`config.mk`:
```
export PLATFORM = sky130hd
export DESIGN_NAME = hazard_tracker
export DESIGN_NICKNAME = d
export VERILOG_FILES = /design/src/rtl/mips_pkg.sv /design/src/rtl/instr_decoder.sv /design/src/rtl/hazard_tracker.sv
export SDC_FILE = /design/constraint.sdc
export NUM_CORES = 1
export LEC_CHECK = 0
export BUFFER_PORTS_ARGS = -buffer_cell sky130_fd_sc_hd__clkbuf_2
export CAP_MARGIN = 10
export CORE_ASPECT_RATIO = 0.75
export CORE_MARGIN = 2
export CORE_UTILIZATION = 43
export CTS_CLUSTER_DIAMETER = 100
export DETAILED_ROUTE_END_ITERATION = 7
export HOLD_SLACK_MARGIN = 0.15
export PLACE_DENSITY_LB_ADDON = 0.2
export REMOVE_ABC_BUFFERS = 1
export SETUP_SLACK_MARGIN = 0.1
export SYNTH_ARGS = -nofsm -noshare
export SYNTH_HDL_FRONTEND = slang
export SYNTH_SLANG_ARGS = --single-unit
```
`constraint.sdc`:
```
create_clock -name clk -period 2.3 [get_ports clk]
set_input_delay 0.345 -clock clk [delete_from_list [all_inputs] [get_ports clk]]
set_output_delay 0.345 -clock clk [all_outputs]
set_load 0.005 [all_outputs]
```
`src/rtl/mips_pkg.sv`:
```
// Shared MIPS encodings, Tuse/Tnew constants and pipeline types for the hazard tracker.
package mips_pkg;

  localparam logic [5:0] OP_RTYPE = 6'h00;
  localparam logic [5:0] OP_J     = 6'h02;
  localparam logic [5:0] OP_JAL   = 6'h03;
  localparam logic [5:0] OP_BEQ   = 6'h04;
  localparam logic [5:0] OP_ORI   = 6'h0d;
  localparam logic [5:0] OP_LUI   = 6'h0f;
  localparam logic [5:0] OP_LW    = 6'h23;
  localparam logic [5:0] OP_SW    = 6'h2b;

  localparam logic [5:0] FN_JR    = 6'h08;
  localparam logic [5:0] FN_MFHI  = 6'h10;
  localparam logic [5:0] FN_MTHI  = 6'h11;
  localparam logic [5:0] FN_MFLO  = 6'h12;
  localparam logic [5:0] FN_MTLO  = 6'h13;
  localparam logic [5:0] FN_MULT  = 6'h18;
  localparam logic [5:0] FN_DIV   = 6'h1a;
  localparam logic [5:0] FN_ADDU  = 6'h21;
  localparam logic [5:0] FN_SUBU  = 6'h23;

  localparam logic [1:0] TUSE_BRANCH = 2'd0;
  localparam logic [1:0] TUSE_ALU    = 2'd1;
  localparam logic [1:0] TUSE_STORE  = 2'd2;
  localparam logic [1:0] TUSE_NONE   = 2'd3;

  localparam logic [1:0] TNEW_PC8  = 2'd0;
  localparam logic [1:0] TNEW_ALU  = 2'd1;
  localparam logic [1:0] TNEW_LOAD = 2'd2;

  localparam logic [4:0] REG_ZERO = 5'd0;
  localparam logic [4:0] REG_RA   = 5'd31;

  localparam int MULT_CYCLES_DEF = 5;
  localparam int DIV_CYCLES_DEF  = 10;

  typedef enum logic [1:0] {MDU_NONE, MDU_MULT, MDU_DIV, MDU_MOVE} mdu_op_t;

  typedef struct packed {
    logic [4:0] write_reg;
    logic       reg_write;
    logic [1:0] tnew;
    logic       mem_write;
  } stage_t;

  // Tnew counts down as an instruction ages but must stick at 0, never wrap to 3.
  function automatic logic [1:0] sat_dec(input logic [1:0] x);
    return (x != 2'd0) ? x - 2'd1 : 2'd0;
  endfunction

endpackage

```
`src/rtl/instr_decoder.sv`:
```
// D-stage decoder: instruction -> Tuse/Tnew/destination info. MDU_EN adds mult/div/hi/lo decode.
module instr_decoder
  import mips_pkg::*;
(
  input  logic [31:0] instr,
  output logic [1:0]  tuse_rs,
  output logic [1:0]  tuse_rt,
  output logic [1:0]  tnew,
  output logic [4:0]  write_reg,
  output logic        reg_write,
  output logic        mem_write
`ifdef MDU_EN
  ,
  output mdu_op_t     mdu_op
`endif
);

  logic [5:0] op;
  logic [5:0] funct;
  logic [4:0] rt;
  logic [4:0] rd;
  logic [1:0] tnew_raw;
  logic [4:0] dst;
  logic       has_dst;
  logic       unused_bits;

  assign op    = instr[31:26];
  assign rt    = instr[20:16];
  assign rd    = instr[15:11];
  assign funct = instr[5:0];
  assign unused_bits = ^{instr[25:21], instr[10:6]};

  always_comb begin
    // NOTE: every output of this block gets a default first, so no path through the cases infers a latch.
    tuse_rs   = TUSE_NONE;
    tuse_rt   = TUSE_NONE;
    tnew_raw  = TNEW_PC8;
    dst       = REG_ZERO;
    has_dst   = 1'b0;
    mem_write = 1'b0;
`ifdef MDU_EN
    mdu_op    = MDU_NONE;
`endif
    case (op)
      OP_RTYPE: begin
        case (funct)
          FN_ADDU, FN_SUBU: begin
            tuse_rs  = TUSE_ALU;
            tuse_rt  = TUSE_ALU;
            tnew_raw = TNEW_ALU;
            dst      = rd;
            has_dst  = 1'b1;
          end
          FN_JR: tuse_rs = TUSE_BRANCH;
`ifdef MDU_EN
          FN_MULT, FN_DIV: begin
            tuse_rs = TUSE_ALU;
            tuse_rt = TUSE_ALU;
            mdu_op  = (funct == FN_MULT) ? MDU_MULT : MDU_DIV;
          end
          FN_MFHI, FN_MFLO: begin
            tnew_raw = TNEW_ALU;
            dst      = rd;
            has_dst  = 1'b1;
            mdu_op   = MDU_MOVE;
          end
          FN_MTHI, FN_MTLO: begin
            tuse_rs = TUSE_ALU;
            mdu_op  = MDU_MOVE;
          end
`endif
          default: ;
        endcase
      end
      OP_ORI: begin
        tuse_rs  = TUSE_ALU;
        tnew_raw = TNEW_ALU;
        dst      = rt;
        has_dst  = 1'b1;
      end
      OP_LUI: begin
        tnew_raw = TNEW_ALU;
        dst      = rt;
        has_dst  = 1'b1;
      end
      OP_LW: begin
        tuse_rs  = TUSE_ALU;
        tnew_raw = TNEW_LOAD;
        dst      = rt;
        has_dst  = 1'b1;
      end
      OP_SW: begin
        tuse_rs   = TUSE_ALU;
        tuse_rt   = TUSE_STORE;
        mem_write = 1'b1;
      end
      OP_BEQ: begin
        tuse_rs = TUSE_BRANCH;
        tuse_rt = TUSE_BRANCH;
      end
      OP_JAL: begin
        tnew_raw = TNEW_PC8;
        dst      = REG_RA;
        has_dst  = 1'b1;
      end
      default: ;
    endcase
  end

  // Writes to $0 are architecturally dead, so they must never look like a producer.
  assign write_reg = has_dst ? dst : REG_ZERO;
  assign reg_write = has_dst && (dst != REG_ZERO);
  assign tnew      = reg_write ? tnew_raw : TNEW_PC8;

endmodule

```
`src/rtl/hazard_tracker.sv`:
```
// Carries decoded Tuse/Tnew/destination info through E/M/W. MDU_EN adds the mult/div busy stall.
module hazard_tracker
  import mips_pkg::*;
#(
  parameter int MULT_CYCLES = MULT_CYCLES_DEF,
  parameter int DIV_CYCLES  = DIV_CYCLES_DEF
) (
  input  logic        clk,
  input  logic        reset_n,
  input  logic [31:0] instr_d,
  input  logic        flush_e,
  output logic [1:0]  tuse_rs,
  output logic [1:0]  tuse_rt,
  output logic [1:0]  tnew_d,
  output logic [4:0]  rs_d,
  output logic [4:0]  rt_d,
  output logic [4:0]  rs_e,
  output logic [4:0]  rt_e,
  output logic [4:0]  write_reg_e,
  output logic [4:0]  write_reg_m,
  output logic [4:0]  write_reg_w,
  output logic        reg_write_e,
  output logic        reg_write_m,
  output logic        reg_write_w,
  output logic [1:0]  tnew_e,
  output logic [1:0]  tnew_m,
  output logic [1:0]  tnew_w,
  output logic        mem_write_m,
  output logic        mdu_stall
);

  stage_t     dec_d;
  stage_t     e_q;
  stage_t     m_q;
  logic [4:0] write_reg_dec;
  logic       reg_write_dec;
  logic       mem_write_dec;

  assign rs_d = instr_d[25:21];
  assign rt_d = instr_d[20:16];

`ifdef MDU_EN
  mdu_op_t mdu_op_d;
  mdu_op_t mdu_op_e;
`endif

  instr_decoder u_decoder (
    .instr     (instr_d),
    .tuse_rs   (tuse_rs),
    .tuse_rt   (tuse_rt),
    .tnew      (tnew_d),
    .write_reg (write_reg_dec),
    .reg_write (reg_write_dec),
    .mem_write (mem_write_dec)
`ifdef MDU_EN
    ,
    .mdu_op    (mdu_op_d)
`endif
  );

  assign dec_d = '{write_reg: write_reg_dec, reg_write: reg_write_dec,
                   tnew: tnew_d, mem_write: mem_write_dec};

  always_ff @(posedge clk or negedge reset_n) begin
    if (!reset_n) begin
      e_q         <= '0;
      rs_e        <= '0;
      rt_e        <= '0;
      m_q         <= '0;
      write_reg_w <= '0;
      reg_write_w <= 1'b0;
      tnew_w      <= '0;
    end else begin
      // NOTE: non-blocking assignments let each stage read the previous stage's pre-edge value.
      if (flush_e) begin
        e_q  <= '0;
        rs_e <= '0;
        rt_e <= '0;
      end else begin
        e_q  <= dec_d;
        rs_e <= rs_d;
        rt_e <= rt_d;
      end
      m_q <= '{write_reg: e_q.write_reg, reg_write: e_q.reg_write,
               tnew: sat_dec(e_q.tnew), mem_write: e_q.mem_write};
      write_reg_w <= m_q.write_reg;
      reg_write_w <= m_q.reg_write;
      tnew_w      <= sat_dec(m_q.tnew);
    end
  end

  assign write_reg_e = e_q.write_reg;
  assign reg_write_e = e_q.reg_write;
  assign tnew_e      = e_q.tnew;
  assign write_reg_m = m_q.write_reg;
  assign reg_write_m = m_q.reg_write;
  assign tnew_m      = m_q.tnew;
  assign mem_write_m = m_q.mem_write;

`ifdef MDU_EN
  localparam int MAX_CYCLES = (MULT_CYCLES > DIV_CYCLES) ? MULT_CYCLES : DIV_CYCLES;
  localparam int CNT_W      = $clog2(MAX_CYCLES + 1);

  logic [CNT_W-1:0] busy_cnt;

  // The counter starts when mult/div leaves E; while it is still in E the E check covers it.
  always_ff @(posedge clk or negedge reset_n) begin
    if (!reset_n) begin
      mdu_op_e <= MDU_NONE;
      busy_cnt <= '0;
    end else begin
      mdu_op_e <= flush_e ? MDU_NONE : mdu_op_d;
      if (mdu_op_e == MDU_MULT)
        busy_cnt <= CNT_W'(MULT_CYCLES);
      else if (mdu_op_e == MDU_DIV)
        busy_cnt <= CNT_W'(DIV_CYCLES);
      else if (busy_cnt != '0)
        busy_cnt <= busy_cnt - CNT_W'(1);
    end
  end

  assign mdu_stall = (mdu_op_d != MDU_NONE) &&
                     ((busy_cnt != '0) || (mdu_op_e == MDU_MULT) || (mdu_op_e == MDU_DIV));
`else
  logic unused_cfg;
  assign unused_cfg = (MULT_CYCLES + DIV_CYCLES) != 0;
  assign mdu_stall  = 1'b0;
`endif

endmodule

```
# == Yosys cells after proc, flatten, opt, wreduce, memory -nomap -nowiden ==
# Cells that the tools add are included.
# totals
word_cells,52
output_inout_bits,52
inputBits,35
regBits,36
# op_classes
muxes,18
n_eq_ne,9
n_addsub,2
reduce_logical,10
# op_table
cell,n
"== test 6 bit, second input constant",4
two-way mux 5 bit,4
"== test 6 x 4 -> 1 bit, second input constant",3
case mux 2 bit (3 select lines),3
case mux 5 bit (3 select lines),1
two-way mux 9 bit,1
two-way mux 2 bit,4
"== test 6 x 2 -> 1 bit, second input constant",1
"== test 6 x 3 -> 1 bit, second input constant",1
logical NOT 6 bit,1
OR reduction 3 bit,2
nonzero test 5 bit,1
case mux 2 bit (2 select lines),1
nonzero test 2 bit,2
OR reduction 2 bit,2
OR reduction 4 bit,1
"subtractor 2 x 1 -> 2 bit, second input constant",2
two-way mux 1 bit,3
case mux 1 bit (2 select lines),1
logical AND 1 bit,1

# == Logic depth before layout (Yosys ltp) ==
# logic_depth
ltp_word,8
depth_mapped,5
mapped_depth_nobuf,4

# == Modules after synthesis ==
# A second synthesis with hierarchy kept.
# hier_totals
cells_unflattened,127
hier_area_um2,1525.2
# modules_own_cells
mod,seq_area_each_um2,area_each_um2,cells_per_inst,n_inst
hazard_tracker,900.9,1201.2,79,1
instr_decoder,0.0,324.1,48,1

# == Least setup slack after synthesis ==
# No wires, ideal clock.
# synth_timing
kind,in2out
from,input port instr_d[31]
to,output port tnew_d[1]
n_path_buf,0
cell_stages,4
path_slack_ns,0.252
arrival_ns,1.703
cell_sequence,or4_4 > nor4_4 > a21boi_1 > a2111oi_2
# synth_via
elab_chain_len,6
elab_cells_between_ends,14
classes_between,eq/ne: 4; mux: 4; reduce/logical: 6
# synth_rtl
element,line,source
"start, declared",hazard_tracker.sv:10,"input logic [31:0] instr_d,"
== test 6 x 4 -> 1 bit / == test 6 bit (equally long branches),instr_decoder.sv:44,case (op)
OR reduction 3 bit (no source line),-,
case mux 5 bit (3 select lines),instr_decoder.sv:44,
nonzero test 5 bit,instr_decoder.sv:112,assign reg_write = has_dst && (dst != REG_ZERO);
logical AND 1 bit,instr_decoder.sv:112,
two-way mux 2 bit (*),instr_decoder.sv:113,assign tnew = reg_write ? tnew_raw : TNEW_PC8;
"end, declared",hazard_tracker.sv:14,"output logic [1:0] tnew_d,"
# Every way passes the cells marked *; elsewhere a longest branch is shown, timed or not.

# == Worst setup path after layout ==
# layout_timing
from,input port instr_d[28]
to,output port tnew_d[1]
# Same word-level chain as after synthesis.

==> results.yml <==
synthesis:
  synth-edff-count: 0
  syn-instance-count: 125
  synth_ff_type: "dfrtp_1"
  yosys.cell_count.top_type: "dfrtp_1"
  synthTopCellsByArea: "dfrtp_1, buf_4, nor2b_1"
  ys_seq_area_frac: 0.6000
  syn_avg_cell_area_sq_um: 12.01
  ys_ff_latch: 36
  syn_area_sq_um: 1501
  yosysTopAreaCell: "dfrtp_1"
  yosys-top-cells-count: "dfrtp_1, buf_4, nor2b_1"
  async_flop_share: 1.000
  ys_warn_count: 0
  synth.distinct_cells: 37
  synth_top_cell_area_share: 0.6000
power_and_ir_drop:
  power.share.sequential: 0.502
  p_clk_frac: 0.402
  combPwrFrac: 0.096
  internal_power_w: 0.001027
  sw_frac_of_total: 0.2090
  ir_drop_mv: 0.4960
  pwr_density_cell_nw_per_um2: 636.5
  switchingPower_w: 0.0002713
  leakage_nw: 1.099
sta:
  fin_skew_ps: 2.882
  max-slew-margin-rel: 0.4459
  fin_crit_sh: 0.9862
  fmax_mhz: 440.9
  hold_violations: 0
  finalCriticalPeriod_ps: 2268
  worst_hold_slack_ps: 163.5
  rsz0062_at_grt: "yes"
  setup_viol: 0
  worst_slew_pin_slew_ps: 831.1
  slew_violations: 0
grt:
  use_met2: 0.2401
  gr-usage-met1: 0.1944
  grt_max_degree: 37
  grt_pass1_wl_um: 4478
  first_global_vias: 1011
  track_usage: 0.1484
  grt_busiest_layer: "met2"
  overflow: 0
  met3_usage: 0.05072
  antenna_found_initial: 0
drt:
  wl_per_cell_um: 11.99
  viasPerCell: 4.803
  drt_iter0_markers: 51
  vias: 1172
  wl_um: 2925
  ant_nets: 0
  drcViolationCount: 0
  dr.pass1.iters: 4
floorplan:
  rows: 18
  die_w_um: 72.23
  pin_count: 87
  chipHeight_um: 55.18
  core_area_sq_um: 3311
  die_area_sq_um: 3985
  start_util: 0.4535
place:
  dp_cells: 235
  post-dp-hpwl_um: 2326
  io_buffers: 80
  gp_congestion: 0.7490
  dpl_cell_area_sq_um: 1888
setup_path:
  cp-end-kind: "primary output"
  critPathLaunch: "instr_d[28]"
  critPathSlowestCell: "or4_4"
  cp-start-kind: "primary input"
  worstRegToRegCells: 1
  crit_type: "in -> out"
  slowest_delay_ps: 560
  endpoint: "tnew_d[1]"
  cp.required_ps: 1960
  rr_startpoint: "tnew_e[0]"
  ff2ff_setup_slack_ps: 1650
  crit_path_max_fanout: 3
  crit_path_cell_trace: "buf_6 > or4_4 > or2_1 > a21boi_4 > a2111oi_4 > buf_2"
  arrival_ps: 1920
  reg2reg_to: "tnew_m[1]"
outcome:
  status: "finished, final reports clean"
min_path:
  hold_path_class: "in -> async"
clocking:
  cts_buffers: 5
  clockBufferDepth: 2
  cts_sinks: 36
  cts_hold_buffers: 0
  clkLatencyLatePin_ps: 270
  cts_tree: "yes"
  clk_pin_slew_ps: 70
  cts_max_level: 2
  cts-root-buf: "clkbuf_8"
layout:
  n_antenna_cell: 0
  fin_util: 0.6160
  instances_no_fill: 244
  syn_to_final_growth_pct: 35.83
  nets: 238
  final_cell_area_sq_um: 2039
  final_layout_size_suffix_gt1_frac: 0.5294
  fill_cells: 286
flow_run:
  cap_violations: 0
[flip-flops by register name (all words and copies together) (netlist names), 2 cells and up]
signal	flops
rs_e	5
rt_e	5
write_reg_e	5
write_reg_m	5
write_reg_w	5
tnew_e	2
tnew_m	2
tnew_w	2
[worst max-delay path, delay by kind of cell]
| kind | cells | cell delay (ps) |
|---|---|---|
| simple gates | 2 | 830 |
| compound gates | 2 | 480 |
| buf+inv | 2 | 250 |
[repair_timing]
item                                    in CTS  in global routing
endpoints found under the setup margin       2                  2
gates resized for setup                      2                  5
cloned                                       0                  0
pin swaps                                    0                  4
endpoints found under the hold margin        0                  0
buffers inserted                             0                  1
[worst min path at each step]
| stage | from | to | slack (ps) | cells after the start |
|---|---|---|---|---|
| global placement | e_q[0] | mem_write_m | 340 | 0 |
| finish | reset_n | e_q[0] | 160 | 1 |
| global route | reset_n | tnew_w[1] | 250 | 1 |
| CTS | reset_n | tnew_w[1] | 190 | 1 |
| floorplan | reset_n | e_q[0] | 50 | 0 |
| detailed placement | e_q[0] | mem_write_m | 350 | 0 |
[through the flow]
step	TNS, ps	setup slack [ps]	power (W)
after floorplan	0	252.2	0.0006924
after detailed placement	0	9.393	0.0007856
after global routing	-37.97	-37.97	0.001354
after CTS	0	19.13	0.001309
final	0	31.67	0.001298
after global placement	0	38.92	0.0007819
[routing by layer]
metal,wire [um],part of all wire
met1,1230,0.42
met2,1453,0.50
met3,221,0.076
met4,19,0.0065
met5,0,0
[area by class of cell]
| class | count | area (sq um) | share of cell area |
|---|---|---|---|
| repair buffers | 92 | 496.7 | 0.2436 |
| clock buffers | 6 | 72.57 | 0.03558 |
| inverters | 2 | 7.507 | 0.003681 |
| flip-flops and latches | 36 | 900.9 | 0.4417 |
| multi-input cells | 66 | 476.7 | 0.2337 |
| well taps | 40 | 50.05 | 0.02454 |
| clock inverters | 2 | 35.03 | 0.01718 |
[kinds of logic after synthesis]
kind of cell | synth area share
and+or+nand+nor | 0.1825
DFF | 0.6000
AOI/OAI and AO/OA | 0.1125
buffers and inverters | 0.1025
other | 0.002498
[cell usage in the layout, fill, tap and decap left out, types with 2 or more instances in the layout]
| master | synthesis | layout |
|---|---|---|
| clkbuf_2 | 0 | 78 |
| dfrtp_1 | 36 | 36 |
| nor2b_1 | 12 | 12 |
| buf_4 | 18 | 12 |
| a21oi_1 | 8 | 7 |
| nor2_1 | 5 | 5 |
| clkbuf_8 | 0 | 5 |
| nand2_1 | 4 | 4 |
| a22oi_1 | 4 | 4 |
| inv_1 | 2 | 2 |
| o21ai_0 | 2 | 2 |
| or4_1 | 2 | 2 |
| nor4_1 | 2 | 2 |
| and2_1 | 2 | 2 |
[power by group through the flow]
| stage | Sequential, W | Combinational, W | Clock, W |
|---|---|---|---|
| floorplan | 0.000665 | 0.0000275 | 0 |
| global placement | 0.000663 | 0.000119 | 0 |
| detailed placement | 0.000663 | 0.000122 | 0 |
| CTS | 0.000651 | 0.000124 | 0.000534 |
| global route | 0.000652 | 0.000142 | 0.000560 |
| finish | 0.000651 | 0.000125 | 0.000522 |
Power figures use the tool's default switching activity.
